**config.mk**
```make
export PLATFORM = sky130hd
export DESIGN_NAME = tea_cipher_core
export DESIGN_NICKNAME = d
export VERILOG_FILES = /design/src/rtl/tea_cipher_core.sv
export SDC_FILE = /design/constraint.sdc
export NUM_CORES = 1
export LEC_CHECK = 0
export CAP_MARGIN = 20
export CORE_MARGIN = 10
export CORE_UTILIZATION = 30
export CTS_BUF_LIST = sky130_fd_sc_hd__clkbuf_8 sky130_fd_sc_hd__clkbuf_16
export CTS_CLUSTER_DIAMETER = 80
export CTS_CLUSTER_SIZE = 40
export DETAILED_ROUTE_END_ITERATION = 12
export PLACE_DENSITY = 0.56
export SLEW_MARGIN = 30
export SYNTH_ARGS = -nofsm -noshare
export SYNTH_HDL_FRONTEND = slang
export SYNTH_SLANG_ARGS = --single-unit
```
**constraint.sdc**
```tcl
create_clock -name clk -period 8.7 [get_ports clk]
set_clock_uncertainty 0.15 [all_clocks]
set_input_delay 1.74 -clock clk [delete_from_list [all_inputs] [get_ports clk]]
set_output_delay 1.74 -clock clk [all_outputs]
set_load 0.03 [all_outputs]
```
**src/rtl/tea_cipher_core.sv**
```systemverilog
// tea_cipher_core: iterative TEA block cipher, 64-bit block, 128-bit key.
// Each RUN clock applies UNROLL chained TEA cycles; ROUNDS cycles per block.
// Optional feature macro: TEA_CORE_DECRYPT_EN builds the decrypt datapath and
// honours in_mode. When it is undefined, every block is encrypted.
//
// state | meaning
// IDLE  | waiting for in_valid, in_ready high
// RUN   | applying UNROLL cycles per clock until ROUNDS are done
// DONE  | result on out_data, held until out_ready
module tea_cipher_core #(
    parameter int          ROUNDS = 32,
    parameter int          UNROLL = 1,
    parameter logic [31:0] DELTA  = 32'h9E3779B9
) (
    input  logic         clk,
    input  logic         rst_n,
    input  logic         in_valid,
    output logic         in_ready,
    input  logic         in_mode,
    input  logic [127:0] key,
    input  logic [63:0]  in_data,
    output logic         out_valid,
    input  logic         out_ready,
    output logic [63:0]  out_data,
    output logic         busy
);

    localparam int STEPS = ROUNDS / UNROLL;
    localparam int CW    = $clog2(STEPS) + 1;

    typedef enum logic [1:0] {IDLE, RUN, DONE} state_t;

    state_t         state_q, state_d;
    logic [127:0]   key_q;
    logic [31:0]    v0_q, v1_q, sum_q;
    logic [31:0]    v0_n, v1_n, sum_n;
    logic [CW-1:0]  cnt_q;
    logic [31:0]    k0, k1, k2, k3;
    logic           last_step;

`ifdef TEA_CORE_DECRYPT_EN
    localparam logic [63:0] SUM_PROD = 64'(DELTA) * 64'(ROUNDS);
    localparam logic [31:0] SUM_DEC  = SUM_PROD[31:0];
    logic mode_q;
`else
    logic unused_mode;
    assign unused_mode = in_mode;
`endif

    function automatic logic [31:0] tea_f(input logic [31:0] v, input logic [31:0] kl,
                                          input logic [31:0] kr, input logic [31:0] s);
        return ((v << 4) + kl) ^ (v + s) ^ ((v >> 5) + kr);
    endfunction

    assign k0 = key_q[31:0];
    assign k1 = key_q[63:32];
    assign k2 = key_q[95:64];
    assign k3 = key_q[127:96];

    assign last_step = (cnt_q == CW'(STEPS - 1));

    // UNROLL chained TEA cycles computed from the current block state
    always_comb begin
        v0_n  = v0_q;
        v1_n  = v1_q;
        sum_n = sum_q;
        for (int i = 0; i < UNROLL; i++) begin
`ifdef TEA_CORE_DECRYPT_EN
            if (mode_q) begin
                v1_n  = v1_n - tea_f(v0_n, k2, k3, sum_n);
                v0_n  = v0_n - tea_f(v1_n, k0, k1, sum_n);
                sum_n = sum_n - DELTA;
            end else begin
`else
            begin
`endif
                sum_n = sum_n + DELTA;
                v0_n  = v0_n + tea_f(v1_n, k0, k1, sum_n);
                v1_n  = v1_n + tea_f(v0_n, k2, k3, sum_n);
            end
        end
    end

    // State register
    always_ff @(posedge clk or negedge rst_n) begin
        if (!rst_n) state_q <= IDLE;
        else        state_q <= state_d;
    end

    // Next-state logic
    always_comb begin
        state_d = state_q;
        case (state_q)
            IDLE:    if (in_valid)  state_d = RUN;
            RUN:     if (last_step) state_d = DONE;
            DONE:    if (out_ready) state_d = IDLE;
            default: state_d = IDLE;
        endcase
    end

    // Block datapath: latch on accept, iterate in RUN, hold in DONE
    always_ff @(posedge clk or negedge rst_n) begin
        if (!rst_n) begin
            key_q <= '0;
            v0_q  <= '0;
            v1_q  <= '0;
            sum_q <= '0;
            cnt_q <= '0;
`ifdef TEA_CORE_DECRYPT_EN
            mode_q <= 1'b0;
`endif
        end else begin
            case (state_q)
                IDLE: begin
                    if (in_valid) begin
                        key_q <= key;
                        v0_q  <= in_data[31:0];
                        v1_q  <= in_data[63:32];
                        cnt_q <= '0;
`ifdef TEA_CORE_DECRYPT_EN
                        mode_q <= in_mode;
                        sum_q  <= in_mode ? SUM_DEC : 32'h0;
`else
                        sum_q  <= 32'h0;
`endif
                    end
                end
                RUN: begin
                    v0_q  <= v0_n;
                    v1_q  <= v1_n;
                    sum_q <= sum_n;
                    cnt_q <= cnt_q + CW'(1);
                end
                default: ;
            endcase
        end
    end

    // Result is only visible in DONE so partial state never leaks out
    assign in_ready  = (state_q == IDLE);
    assign busy      = (state_q != IDLE);
    assign out_valid = (state_q == DONE);
    assign out_data  = (state_q == DONE) ? {v1_q, v0_q} : 64'h0;

endmodule

```
---- After elaboration in Yosys (flattened, before gate mapping) ----
Index checks and enable logic that the tools add are counted.
storage, ports and cells
  register bits after elaboration ......... 232
  input bits .............................. 197
  word-level logic and storage cells ...... 45
  output and inout bits ................... 67
operators by class
  $add $sub $neg .......................... 10
  muxes and demuxes ....................... 13
  eq/ne operators ......................... 6
  bitwise operators ....................... 4
  reductions and logical operators ........ 6
operators by type and width
  cell                                                              number
  32-bit adder                                                      6
  32-bit one-hot mux with 2 select lines                            3
  32-bit XOR                                                        4
  32-bit two-way mux                                                3
  27-bit by 32-bit adder with 32-bit output                         2
  64-bit two-way mux                                                1
  32-bit adder (second input constant)                              1
  6-bit one-hot mux with 2 select lines                             1
  6-bit by 1-bit adder with 6-bit output (second input constant)    1
  6-bit by 5-bit == test with 1-bit output (second input constant)  1
  2-bit two-way mux                                                 3
  6-bit two-way mux                                                 1
  2-bit one-hot mux with 3 select lines                             1
  2-bit != test (second input constant)                             2
  2-bit AND reduction                                               2
  2-bit nonzero test                                                2
  3-bit AND reduction                                               1
  2-bit by 1-bit == test with 1-bit output (second input constant)  1
  2-bit == test (second input constant)                             1
  2-bit zero test                                                   1
  2-bit by 1-bit != test with 1-bit output (second input constant)  1

---- Depth between registers and ports, before layout ----
Gate-level depths: netlist (run 1).
  word-level depth ........................ 10
  mapped depth ............................ 44
  gate-level depth less buffers ........... 44

---- Least setup slack after synthesis (run 1) ----
Ideal clock, no wire load.
  path type ............................... register to register
  from .................................... register sum_q[0]
  to ...................................... register v1_q[31]
  stages on the path, launching flop included .. 41
  slack ................................... 205 ps
  data arrival time ....................... 8268 ps
  data required time ...................... 8474 ps
  period minus slack after synthesis ...... 8495 ps
  setup time .............................. 76 ps
  path buffers ............................ 0
  cell sequence ........................... dfrtp_1 -> ha_1 -> a2111oi_2 -> inv_1 -> a21oi_1 -> xor2_1 -> ha_1 -> xnor2_1 -> xnor2_1 -> xnor2_1 -> xnor2_1 -> xnor2_1 -> ha_1 -> a21oi_1 -> nor2b_1 -> o21a_1 -> or2_2 -> nor2_1 -> [5 not listed] -> nor2_1 -> a2111oi_0 -> inv_1 -> a31o_1 -> a21o_1 -> a21o_1 -> a21oi_1 -> xor2_1 -> xnor3_1 -> ha_1 -> a21oi_1 -> o21a_1 -> o31ai_1 -> nand4_1 -> a21boi_1 -> o41ai_1 -> xnor3_1 -> o21ai_1
on the way
  cells in the longest elaborated chain, start to end .. 10
  elaborated cells on any way between the ends .. 12
  those cells by class .................... add/sub (7); mux (1); bitwise (4)
RTL lines
  what                                        line  RTL
  start, declared                             35    logic [31:0] v0_q, v1_q, sum_q;
  start signal, assigned                      131   sum_q <= sum_n;
  32-bit adder (*)                            77    sum_n = sum_n + DELTA;
  32-bit adder                                52    return ((v << 4) + kl) ^ (v + s) ^ ((v >> 5) + kr);
  32-bit XOR (2 in a row)                     52
  32-bit adder                                78    v0_n = v0_n + tea_f(v1_n, k0, k1, sum_n);
  32-bit adder                                52
  32-bit XOR                                  52
  32-bit XOR (*)                              52
  32-bit adder (*)                            79    v1_n = v1_n + tea_f(v0_n, k2, k3, sum_n);
  32-bit one-hot mux with 2 select lines (*)  113   case (state_q)
  end signal, assigned                        118   v1_q <= in_data[63:32];
  end signal, assigned                        130   v1_q <= v1_n;
  end, declared                               35
Every way passes the cells marked *; elsewhere a longest branch is shown, timed or not.
A chain may end at the register's enable or synchronous reset.

---- Worst setup path after layout (run 1) ----
Ends and elaborated chain as after synthesis.

==> impl_metrics.json, run 1 <==
{
  "cts_tree": "done",
  "tightest_slew_ps": 842.2,
  "ant_nets": 0,
  "clockBufferDepth": 3,
  "grt_pass1_vias": 21282,
  "ys_warn_count": 0,
  "r2r_slack_ps": 260,
  "cap_violations": 0,
  "seq_area_um2": 5806,
  "viasPerCell": 4.943,
  "drc": 0,
  "core_area_um2": 72960,
  "fp-row-count": 99,
  "drt_iter0_drc": 1352,
  "multi_input_area_um2": 17590,
  "cp-end-kind": "register",
  "synthArstFlopShare_pct": 100.0,
  "htreeDepth": 1,
  "hp-class": "register to register",
  "crit_type": "register to register",
  "synth_cell_types": 85,
  "crit_arrival_ps": 8730,
  "grt_max_degree": 140,
  "fmax_mhz": 118.5,
  "setup_viol": 0,
  "clkSlewWorstSetupHoldPaths_ps": 80,
  "start_kind": "register",
  "tns_ps": 0,
  "fillCellCount": 7090,
  "vias": 21515,
  "die_height_um": 291.5,
  "synth_ff_type": "dfrtp_1",
  "syn_inst": 2691,
  "synth_edf_count": 0,
  "startpoint": "sum_q[0]",
  "slowest_delay_ps": 450,
  "report.final.slew_viol_count": 0,
  "r2r-end": "v1_q[31]",
  "cp.required_ps": 8990,
  "overflow": 0,
  "r2r_cells": 40,
  "clock_latency_ps": 580,
  "max_slew_margin_pct": 43.85,
  "dr.pass1.iters": 5,
  "cp_common_cell": "a21oi_1",
  "grt_pass1_wl_um": 121900,
  "synth-seq-area-share_pct": 26.25,
  "synth-seq-cells": 232,
  "gp_congestion": 0.9081,
  "start_util_pct": 30.31,
  "syn_to_final_growth_pct": 44.02,
  "cp_max_fo": 4,
  "grtUsageTotal_pct": 17.90,
  "rr_startpoint": "sum_q[0]",
  "slowest_stage": "xnor3_2",
  "drive_gt1_share_pct": 23.41,
  "dp_hpwl_um": 63480,
  "nNetsFinal": 3835,
  "io_buffers": 262,
  "rsz0062_at_grt": "yes",
  "cp-endpoint": "v1_q[31]",
  "status": "complete, no violations",
  "layout_worst_path_cycle_share_pct": 97.00,
  "min_period_ps": 8439,
  "cts.sinks": 232,
  "netlist_area_um2": 22110,
  "boundaryPins": 264,
  "avgSynthCellArea_um2": 8.217,
  "fp.dieW_um": 291.5,
  "wl_um": 81100,
  "hold_slack_ps": 332.4,
  "hold_violations": 0,
  "cts_root_buf": "clkbuf_16",
  "numCtsBuffers": 21,
  "antenna_found_initial": 4,
  "routedWlPerCell_um": 18.63,
  "synth_nets": 3147,
  "dieArea_um2": 84970,
  "hold_buffers": 0
}
[worst max-delay path: cells and delay by family (launching register included)]
family	cells	cell delay [ps]
compound gates	20	3680
xor+xnor	6	1550
fa+ha+maj	4	1190
buf+inv	5	640
flops	1	400
simple gates	5	730
[cells in the mapped netlist, drive strengths merged, types with 12 or more instances]
cell    number  area (um^2)
nand2      559         2098
xnor2      298         2629
ha         251         3141
dfrtp      232         5806
a21oi      189        953.4
o21ai      152        772.0
a21o       126        947.2
nor2       120        457.9
and2        78        489.2
xor2        76        665.6
clkbuf      67        271.5
inv         65        244.0
a22oi       52        390.4
nand3       43        215.2
nand2b      30        195.2
nor3        29        145.1
o21a        29        232.7
o21bai      25        187.7
o31ai       23        172.7
a31oi       22        143.9
nor2b       18        112.6
nand4       16        100.1
o211ai      14        105.1
a21boi      13        101.3
a211oi      12        90.09
[final cells by class]
| cell class | count | area share [%] |
|---|---|---|
| Antenna cell | 3 | 0.02357 |
| Multi-Input combinational cell | 2321 | 55.23 |
| Sequential cell | 232 | 18.23 |
| Inverter | 65 | 0.7661 |
| Timing Repair Buffer | 738 | 19.72 |
| Tap cell | 959 | 3.768 |
| Clock inverter | 14 | 0.6168 |
| Clock buffer | 21 | 1.650 |
[through the flow]
step,instances,setup WS [ps],instance area (um^2),utilization (%)
2_1_floorplan,2691,205.3,22110,-
3_3_place_gp,4258,-386.0,28830,39.52
3_5_place_dp,4258,-414.9,28830,39.52
4_1_cts,4306,1.873,30040,41.18
5_1_grt,4352,-164.3,31840,43.65
6_report,4353,260.7,31850,43.65
[what timing repair did]
action | 4_1_cts | 5_1_grt
gates resized for setup | 73 | 239
endpoints found under the setup margin | 10 | 13
endpoints found under the hold margin | 0 | 0
pin swaps | 52 | 177
setup buffers | 13 | 46
[cell families after synthesis]
group / after synthesis / share of synthesized area (%)
simple gates: 940 / 18.75
buf+inv: 138 / 2.461
xor+xnor: 380 / 15.52
compound gates: 741 / 22.05
flops: 232 / 26.25
mux: 1 / 0.04527
fa+ha+maj: 259 / 14.93
[routing by layer]
| metal | wire, um | vias up | track usage [%] | part of all wire [%] |
|---|---|---|---|---|
| met4 | 1475 | 0 | 3.903 | 1.8 |
| met3 | 3589 | 77 | 2.149 | 4.4 |
| met1 | 39680 | 10184 | 25.37 | 49 |
| li1 | - | 10829 | - | - |
| met5 | 0 | - | 0 | 0 |
| met2 | 36350 | 425 | 28.58 | 45 |
[cells in the final DEF (no fill, tap or decap), types with 11 or more instances in the layout]
cell type        Yosys  routed
nand3_1             43      38
buf_6                0      11
o21a_1              27      27
xnor2_1            297     251
clkdlybuf4s50_1      0     261
o21bai_1            25      24
inv_1               65      59
nand4_1             16      16
o211ai_1            14      14
nor2b_1             18      15
ha_1               251     208
nand2b_1            29      28
buf_4                0     462
and2_1              77      72
o31ai_1             23      20
a22oi_1             52      52
ha_4                 0      36
a21oi_2              2      38
o21ai_1             59      58
a21oi_1            187     144
dfrtp_1            232     232
o21ai_2              0      12
nor3_1              29      25
a31oi_1             21      15
clkbuf_16            0      21
xor2_2               0      17
xor2_1              76      55
xnor2_2              0      42
nor2_1             119     106
a21o_1             125     125
nand2_1            559     547
o21ai_0             92      81
[sequential cells by signal (all words and copies together) (netlist names)]
register and flops:
v0_q 32, v1_q 32, cnt_q 6, state_q 2, sum_q 32, key_q 128
[how the worst min path moves through the flow]
stage                           from          to  slack, ps  cells after the start
after floorplan           key_q[100]  key_q[100]        300                      2
after global placement    key_q[102]  key_q[102]        320                      2
after detailed placement   key_q[90]   key_q[90]        320                      2
after CTS                  key_q[39]   key_q[39]        340                      2
after global routing       key_q[89]   key_q[89]        360                      2
final                      key_q[39]   key_q[39]        330                      2
Power of run 1 is left out: the tool's default activity adds up to more than one toggle a clock period on the data nets, which glitch-free logic cannot reach.
==> run 2: changes to the inputs <==
--- a/config.mk
+++ b/config.mk
@@ -13,6 +13,7 @@
 export CTS_CLUSTER_SIZE = 40
 export DETAILED_ROUTE_END_ITERATION = 12
 export PLACE_DENSITY = 0.56
+export SKIP_CTS_REPAIR_TIMING = 1
 export SLEW_MARGIN = 30
 export SYNTH_ARGS = -nofsm -noshare
 export SYNTH_HDL_FRONTEND = slang
==> impl_metrics.json, run 2 (synthesized netlist as in run 1, its figures left out) <==
{
  "top_register": "key_q",
  "start_util_pct": 30.31,
  "slowest_delay_ps": 440,
  "crit_type": "register to register",
  "cts_tree": "done",
  "clockBufferDepth": 3,
  "drt_iter0_drc": 1305,
  "clock_latency_ps": 570,
  "overflow": 0,
  "syn_to_final_growth_pct": 41.23,
  "final_area_um2": 31230,
  "start_kind": "register",
  "dp_hpwl_um": 63480,
  "multi_input_area_um2": 17130,
  "cp.required_ps": 9050,
  "grt_max_degree": 140,
  "numCtsBuffers": 21,
  "dr.pass1.iters": 5,
  "fillCellCount": 7163,
  "dpl_worst_slack_ps": -414.9,
  "layout_worst_path_cycle_share_pct": 99.13,
  "vias": 21367,
  "crit_arrival_ps": 8970,
  "largest_reg_flops": 128,
  "tightest_slew_ps": 841.7,
  "cts_root_buf": "clkbuf_16",
  "fmax_mhz": 116.0,
  "gp_congestion": 0.9081,
  "io_buffers": 262,
  "routedWlPerCell_um": 18.51,
  "rr_startpoint": "sum_q[0]",
  "fp-row-count": 99,
  "fp.dieW_um": 291.5,
  "grt_pass1_vias": 21095,
  "core_area_um2": 72960,
  "wl_um": 80280,
  "min_period_ps": 8624,
  "ant_nets": 0,
  "finalWorstSetupSlack_ps": 75.64,
  "cp_common_cell": "xnor2_1",
  "nNetsFinal": 3819,
  "grt_pass1_wl_um": 120900,
  "hp-start": "key_q[90]",
  "setup_viol": 0,
  "cp_max_fo": 4,
  "clkSlewWorstSetupHoldPaths_ps": 80,
  "boundaryPins": 264,
  "hold_violations": 0,
  "max_slew_margin_pct": 43.89,
  "cp-end-kind": "register",
  "cap_violations": 0,
  "cts.sinks": 232,
  "dieArea_um2": 84970,
  "mostFrequentLayoutCells": "nand2_1 (550), buf_4 (451), clkdlybuf4s50_1 (261)",
  "status": "complete, no violations",
  "fin_util_pct": 42.81,
  "final_common_cell": "nand2_1",
  "grtUsageTotal_pct": 17.77,
  "startpoint": "sum_q[0]",
  "hp-class": "register to register",
  "htreeDepth": 1,
  "drc": 0,
  "drive_gt1_share_pct": 21.57,
  "rsz0062_at_grt": "yes",
  "die_height_um": 291.5,
  "viasPerCell": 4.927,
  "placed_area_um2": 28830,
  "report.final.slew_viol_count": 0,
  "seq_area_um2": 5806,
  "slowest_stage": "a311o_2",
  "antenna_found_initial": 4
}
## run 2: cell types whose count changed in the layout (fill, tap and decap cells not counted), moves of 3 or more
| cell | previous run | this run |
|---|---|---|
| inv_1 | 59 | 63 |
| ha_1 | 208 | 225 |
| xor2_1 | 55 | 60 |
| a21oi_1 | 144 | 147 |
| xnor2_4 | 5 | 1 |
| inv_2 | 6 | 2 |
| buf_4 | 462 | 451 |
| ha_4 | 36 | 22 |
| ha_2 | 7 | 4 |
| buf_6 | 11 | 8 |
| xnor2_1 | 251 | 258 |
| xor2_2 | 17 | 13 |
| xnor2_2 | 42 | 39 |
| nand2_1 | 547 | 550 |
## run 2: per-stage QoR
stage / TNS [ps] / hold WS (ps) / std cells
CTS: -2810 / 337.4 / 4293
detailed placement: -2356 / 319.5 / 4258
global placement: -1993 / 319.8 / 4258
floorplan: 0 / 302.3 / 2691
global route: -1830 / 360.8 / 4336
finish: 0 / 333.9 / 4337
## run 2: worst max-delay path, delay by kind of cell (launching register included)
kind                       cells  cell delay (ps)
DFF                            1              420
and+or+nand+nor                4              570
xor gates and xnor gates      10             2200
adders and majority gates      4             1140
buffers and inverters          5              730
AOI/OAI and AO/OA             17             3310
## run 2: layout make-up
type / instances / area share (%)
antenna: 3 / 0.02404
tap: 959 / 3.842
sequential: 232 / 18.59
clock inverter: 14 / 0.6290
clock buffer: 21 / 1.683
timing repair buffer: 722 / 19.61
multi-input combinational: 2321 / 54.84
inverter: 65 / 0.7812
## run 2: path summary, 6_finish.rpt
kind	cells past startpoint	endpoint	slack, ps
worst min-delay path	2	key_q[90]	330
worst min register to register	2	key_q[90]	330
min in group asynchronous	1	key_q[29]	1030
max in group asynchronous	2	key_q[98]	6090
worst max-delay path	40	v1_q[31]	80
worst max register to register	40	v1_q[31]	80
## run 2: metal layers
| metal | share of wire (%) | GRT usage (%) |
|---|---|---|
| met5 | 0 | 0 |
| met4 | 1.9 | 3.978 |
| met3 | 4.4 | 2.103 |
| met2 | 45 | 28.25 |
| met1 | 49 | 25.25 |
Power of run 2 is left out for the same reason.
